===== src/rtl/register_bank.sv =====
// register_bank: MIPS general-purpose register file.
// Write-back drives the write side. Decode reads through two registered
// ports with write-first forwarding. A combinational port serves the debug
// unit, and a saturating counter records retired register writes.
//
// Handshake: i_valid is a one-way enable from decode, with no ready signal.
// On a rising edge with i_valid=1, both read ports capture fresh data.
// With i_valid=0, both read ports hold their previous value. Writes from
// write-back never depend on i_valid.
module register_bank #(
  parameter int LEN                  = 32,
  parameter int NB_ADDRESS_REGISTROS = 5,
  parameter int N_REGISTROS          = 32,
  parameter int NB_COUNT             = 16
) (
  input  logic                            i_clk,
  input  logic                            i_rst_n,
  input  logic                            i_valid,
  input  logic [NB_ADDRESS_REGISTROS-1:0] i_read_reg_1,
  input  logic [NB_ADDRESS_REGISTROS-1:0] i_read_reg_2,
  input  logic [NB_ADDRESS_REGISTROS-1:0] i_write_reg,
  input  logic [LEN-1:0]                  i_write_data,
  input  logic                            i_RegWrite,
  input  logic [NB_ADDRESS_REGISTROS-1:0] i_debug_addr,
  output logic [LEN-1:0]                  o_read_data_1,
  output logic [LEN-1:0]                  o_read_data_2,
  output logic [LEN-1:0]                  o_debug_data,
  output logic [NB_COUNT-1:0]             o_write_count
);

  logic [LEN-1:0] regs [N_REGISTROS];
  logic           write_hit;
  logic [LEN-1:0] bypass_1;
  logic [LEN-1:0] bypass_2;

  // A write to register 0 is not an effective write: it is dropped and not counted.
  assign write_hit = i_RegWrite && (i_write_reg != '0);

  // Read-port operand selection: r0 reads zero, then same-cycle write wins, then the array.
  always_comb begin
    bypass_1 = regs[i_read_reg_1];
    bypass_2 = regs[i_read_reg_2];
    if (i_read_reg_1 == '0) begin
      bypass_1 = '0;
    end else if (write_hit && (i_write_reg == i_read_reg_1)) begin
      bypass_1 = i_write_data;
    end
    if (i_read_reg_2 == '0) begin
      bypass_2 = '0;
    end else if (write_hit && (i_write_reg == i_read_reg_2)) begin
      bypass_2 = i_write_data;
    end
  end

  // Register array. Entry 0 is never written, so it stays at its reset value of zero.
  always_ff @(posedge i_clk or negedge i_rst_n) begin
    if (!i_rst_n) begin
      for (int i = 0; i < N_REGISTROS; i++) begin
        regs[i] <= '0;
      end
    end else if (write_hit) begin
      regs[i_write_reg] <= i_write_data;
    end
  end

  // Registered read ports. They hold while decode is stalled.
  always_ff @(posedge i_clk or negedge i_rst_n) begin
    if (!i_rst_n) begin
      o_read_data_1 <= '0;
      o_read_data_2 <= '0;
    end else if (i_valid) begin
      o_read_data_1 <= bypass_1;
      o_read_data_2 <= bypass_2;
    end
  end

  // Retired-write counter. It sticks at all-ones instead of wrapping.
  always_ff @(posedge i_clk or negedge i_rst_n) begin
    if (!i_rst_n) begin
      o_write_count <= '0;
    end else if (write_hit && (o_write_count != '1)) begin
      o_write_count <= o_write_count + 1'b1;
    end
  end

  // Debug view of the committed array, with no forwarding. Address 0 reads zero.
  always_comb begin
    o_debug_data = regs[i_debug_addr];
    if (i_debug_addr == '0) begin
      o_debug_data = '0;
    end
  end

endmodule


===== config.mk =====
export PLATFORM = sky130hd
export DESIGN_NAME = register_bank
export DESIGN_NICKNAME = d
export VERILOG_FILES = /design/src/rtl/register_bank.sv
export SDC_FILE = /design/constraint.sdc
export NUM_CORES = 2
export LEC_CHECK = 0
export BUFFER_PORTS_ARGS = -buffer_cell sky130_fd_sc_hd__buf_2
export CORE_MARGIN = 8
export CORE_UTILIZATION = 57
export CTS_CLUSTER_DIAMETER = 40
export DETAILED_ROUTE_END_ITERATION = 12
export PLACE_DENSITY = 0.71
export SETUP_SLACK_MARGIN = 0.05
export SYNTH_ARGS = -nofsm -noshare
export SYNTH_HDL_FRONTEND = slang
export SYNTH_SLANG_ARGS = --single-unit

===== constraint.sdc =====
create_clock -name i_clk -period 5.7 [get_ports i_clk]
set_input_delay 1.425 -clock i_clk [delete_from_list [all_inputs] [get_ports i_clk]]
set_output_delay 1.425 -clock i_clk [all_outputs]
set_load 0.03 [all_outputs]

* Yosys cells after proc, flatten, opt, wreduce, memory -nomap -nowiden
Index checks and enable logic that the tools add are counted.
** Word-level totals
- Word-level logic and storage cells :: 74
- Input bits :: 56
- Bits in registers :: 1104
- Output and inout bits :: 112
** Cells by class
- Add/subtract/negate cells :: 1
- Reduce and logical (&&, ||, !) cells :: 9
- Muxes and demuxes :: 17
- Bitwise gates (word level) :: 4
- Equal/unequal tests :: 3
- Order comparisons :: 5
** Operators with widths (count)
- $bwmux W1024 :: 1
- $bmux W32 S5 :: 3
- $mux W32 :: 12
- $demux W32 S5 :: 1
- $ge A6 B6 Y1 const B :: 4
- $not A5 Y6 :: 4
- $add A16 B1 Y16 const B :: 1
- $ne A16 B16 Y1 const B :: 1
- $logic_not A5 Y1 :: 3
- $eq A5 B5 Y1 :: 2
- $lt A6 B1 Y1 const B :: 1
- $logic_and A1 B1 Y1 :: 5
- $reduce_bool A5 Y1 :: 1

* Logic depth before layout (Yosys ltp)
- Word-level depth :: 6
- Gate-level depth with buffers :: 10

* Worst setup path before layout
No wires, ideal clock.
- Kind :: input to output
- Start point :: input port i_debug_addr[0]
- End point :: output port o_debug_data[16]
- Setup slack :: 0.599 ns
- Stages :: 9
- Arrival time :: 3.676 ns
- Data required time :: 4.275 ns
- Cells stage by stage :: buf_2 > buf_4 > buf_4 > buf_2 > buf_4 > mux2i_1 > o22ai_1 > a211oi_1 > a221oi_1
** Between the ends
- Cells in the longest elaborated chain, start to end :: 5
- Elaborated cells between the ends (all ways) :: 6
- Those cells by class :: mux (4); bitwise (1); reduce/logical (1)
** Ends and longest elaborated chain
- start, declared :: RTL line 24 : input logic [NB_ADDRESS_REGISTROS-1:0] i_debug_addr,
- $not A5 Y6 (not written as such) :: RTL line 88 : o_debug_data = regs[i_debug_addr];
- $bmux W32 S5 :: RTL line 88
- $mux W32 (not written as such) (2 in series) :: RTL line 88
- $mux W32 * :: RTL line 89 : if (i_debug_addr == '0) begin
- end, declared :: RTL line 27 : output logic [LEN-1:0] o_debug_data,
Mark *: on every way between the ends. The rest lies on a longest branch, timed or not. The select of a mux whose other input is x is not followed.

* Final worst setup path
- Start point :: input port i_debug_addr[2]
- End point :: output port o_debug_data[24]
Same word-level chain as after synthesis.

==> run metrics <==
outcome finished, final reports clean; Post-DRT Antenna Nets 0; Synth Instances 4297; Area growth syn-to-layout 13.0%; cell area after synthesis 65400 um^2; area occupied by multi-input gates 35800 um^2; Die Y 355 um; main combinational cell family by area after synthesis multiplexers; ranking of synthesized cells by area dfrtp_1 (42%), mux4_2 (27%), mux2_2 (18%); relative slew slack 11.6%; setup TNS 0 ns; max-cap violation count 0; drt drc 0; Power Density 378 nW/um^2; GRT overflow 0; Lkg Pwr 31.3 nW; Post-CTS Resized 0; sequential cell area 27600 um^2; post-synthesis sequential area ratio 42.3%; async set-reset flop share out of synthesis 100%; full die area 126000 um^2; clk slew on worst S/H paths 0.06 ns; Buf/Inv on CP 4; I/O pin count 168; unrepaired setup endpoints after global routing no; Min Clock Period, post-route 5.65 ns; CP required 4.28 ns; Synth Area in Simple Gates 2.16%; Site Rows 124; Final Max Tran Viols 0; first-pass detailed-route iteration total 5; Worst-Skew Late Latency 0.77 ns; Syn Nets 4354; initial antenna violation count 6; Final Setup Violations 0; Hold WC Path Type flip-flop to flip-flop; synthesized area per cell 15.2 um^2; Fmax 177 MHz; routability cong. 0.850; Worst Clk Skew 0.0216 ns; post-synth cell types 49; chip width 355 um; ys flop type dfrtp_1; Tcrit/Tclk final 99.2%; Post-DP HPWL 121 mm; worst path arrival time 4.23 ns; Setup WS pre-CTS 0.173 ns; clk sink count 1104; global-route wire length before repair 315 mm; # fillers 8064; Post-synth EDFFs 0; # port buffers 167; CTS Buffer Depth 3; H-tree lvl count 4; crit-path most repeated cell buf_4; root buf cell clkbuf_16; iteration-0 DRC count of the detailed router 5362; routed via count 44300; GRT Total Usage 33.6%; Core Box Area 114000 um^2; Synth Register Bits 1104; Max VDD drop 0.000370 V; largest net degree at the start of global routing 137; top cell type's share of synthesized area 42.3%; Hold Violations, Final 0; TritonCTS Buffers 166; final WL 211 mm; wire per inst 35.6 um; Post-Synth XOR/XNOR Area 0.322%; max incr delay on CP 0.79 ns; post-synthesis compound-gate area fraction 4.77%; CTS tree yes; # Post-CTS Setup Buffers 0; vias in the first global route 45900; Adder-Cell Fraction of Synth Area 0.0191%; share of cells above drive strength 1 56.9%; Post-CTS Hold Fix Bufs 0; vias per cell 7.49; multiplexer area fraction after synthesis 47.0%; final critical-path setup slack 0.0473 ns; Crit Path Class primary input to output pin; actual slew at the worst max-slew pin 1.32 ns; Synth Warn # 0; crit path max fanout 42; worst-path cell chain buf_4 -> or3b_4 -> buf_4 -> o221ai_1 -> a21o_1 -> a21oi_1 -> nor3_1 -> buf_4 -> buf_2; layout net count 4317; Crit. End Element output pin; CP top delay family simple AND/OR/NAND/NOR gates; post-synth top area cell dfrtp_1; Slowest-stage cell, CP or3b_4; Initial Util 57.3%; startpoint types primary input
==> sequential cells by signal (all words and copies together), names as in the netlist <==
name / count
regs: 1024
o_read_data_1: 32
o_read_data_2: 32
o_write_count: 16
==> final timing paths <==
kind	depth (start not counted)	slack [ns]	to	from
worst max register to register	4	3.60	o_read_data_1[31]	regs[31]
max in group asynchronous	2	3.61	regs[806]	i_rst_n
worst min-delay path	0	0.42	regs[1001]	regs[1001]
worst max-delay path	9	0.05	o_debug_data[24]	i_debug_addr[2]
worst min register to register	0	0.42	regs[1001]	regs[1001]
min in group asynchronous	1	0.71	o_write_count[9]	i_rst_n
==> layer usage <==
metal / GRT usage (%) / vias up / routed length (um)
met5: 0 / - / 12
met4: 18.4 / 2 / 12800
met3: 7.86 / 720 / 21100
met2: 51.3 / 2813 / 98500
met1: 44.7 / 23700 / 78400
li1: - / 17100 / -
==> metrics by stage <==
step,std cells,total power (W),hold slack [ns],utilization [%],cell area (um^2)
2_1_floorplan,4297,0.0152,0.458,-,65400
3_3_place_gp,5604,0.0168,0.399,59.5,67900
3_5_place_dp,5604,0.0170,0.405,59.5,67900
4_1_cts,5916,0.0279,0.419,64.8,73900
5_1_grt,5916,0.0289,0.437,64.8,73900
6_report,5920,0.0279,0.417,64.8,73900
==> worst register-to-register path: stages, from the launching register on <==
cell and delay (ns):
dfrtp_1 0.41, mux4_2 0.49, mux4_2 0.53, nor2b_1 0.16, a2111o_1 0.39
==> synthesized netlist by cell type (31+ instances only) <==
cell type and count:
mux2_2 1045, dfrtp_1 1104, nor3_1 32, a21oi_1 83, nand2_1 31, nor2_1 64, a22o_1 65, clkbuf_1 334
o221ai_1 60, buf_1 67, mux4_2 796, mux2i_1 101, o22ai_1 42, a2111o_1 31, nor2b_1 101, inv_1 38
buf_2 91, a22oi_1 62
==> cell families (layout without fill, tap and decap cells) <==
logic type                 count (synthesis)  in the layout
AOI/OAI and AO/OA                        409            409
muxes                                   1942           1942
buffers and inverters                    548            655
xor gates and xnor gates                  24             24
and+or+nand+nor                          269            269
DFF                                     1104           1104
other                                      0              4
adders and majority gates                  1              1
==> placed cells by master, fill, tap and decap left out, drive strengths merged, types with 20 or more instances in the layout <==
cell type / instances
nor2b: 101
mux2: 1045
inv: 72
a2111o: 31
mux2i: 101
o221ai: 60
clkbuf: 199
o22ai: 42
buf: 304
nor3: 32
clkinvlp: 20
nor2: 64
clkinv: 42
a22o: 65
nand2: 31
a21oi: 83
mux4: 796
dfrtp: 1104
a22oi: 62
==> report_power, final <==
group	switching [W]	leakage, nW	internal [W]
registers	0.00151	14.2	0.00936
logic	0.00255	14.2	0.00362
clock network	0.00412	2.90	0.00674
==> final cells by class <==
| type | count | area share [%] |
|---|---|---|
| sequential | 1104 | 37.4 |
| timing repair buffer | 304 | 3.32 |
| clock inverter | 113 | 1.83 |
| multi-input combinational | 2645 | 48.4 |
| tap | 1512 | 2.56 |
| clock buffer | 199 | 6.28 |
| antenna | 4 | 0.0136 |
| inverter | 39 | 0.198 |
Power figures use the tool's default switching activity.
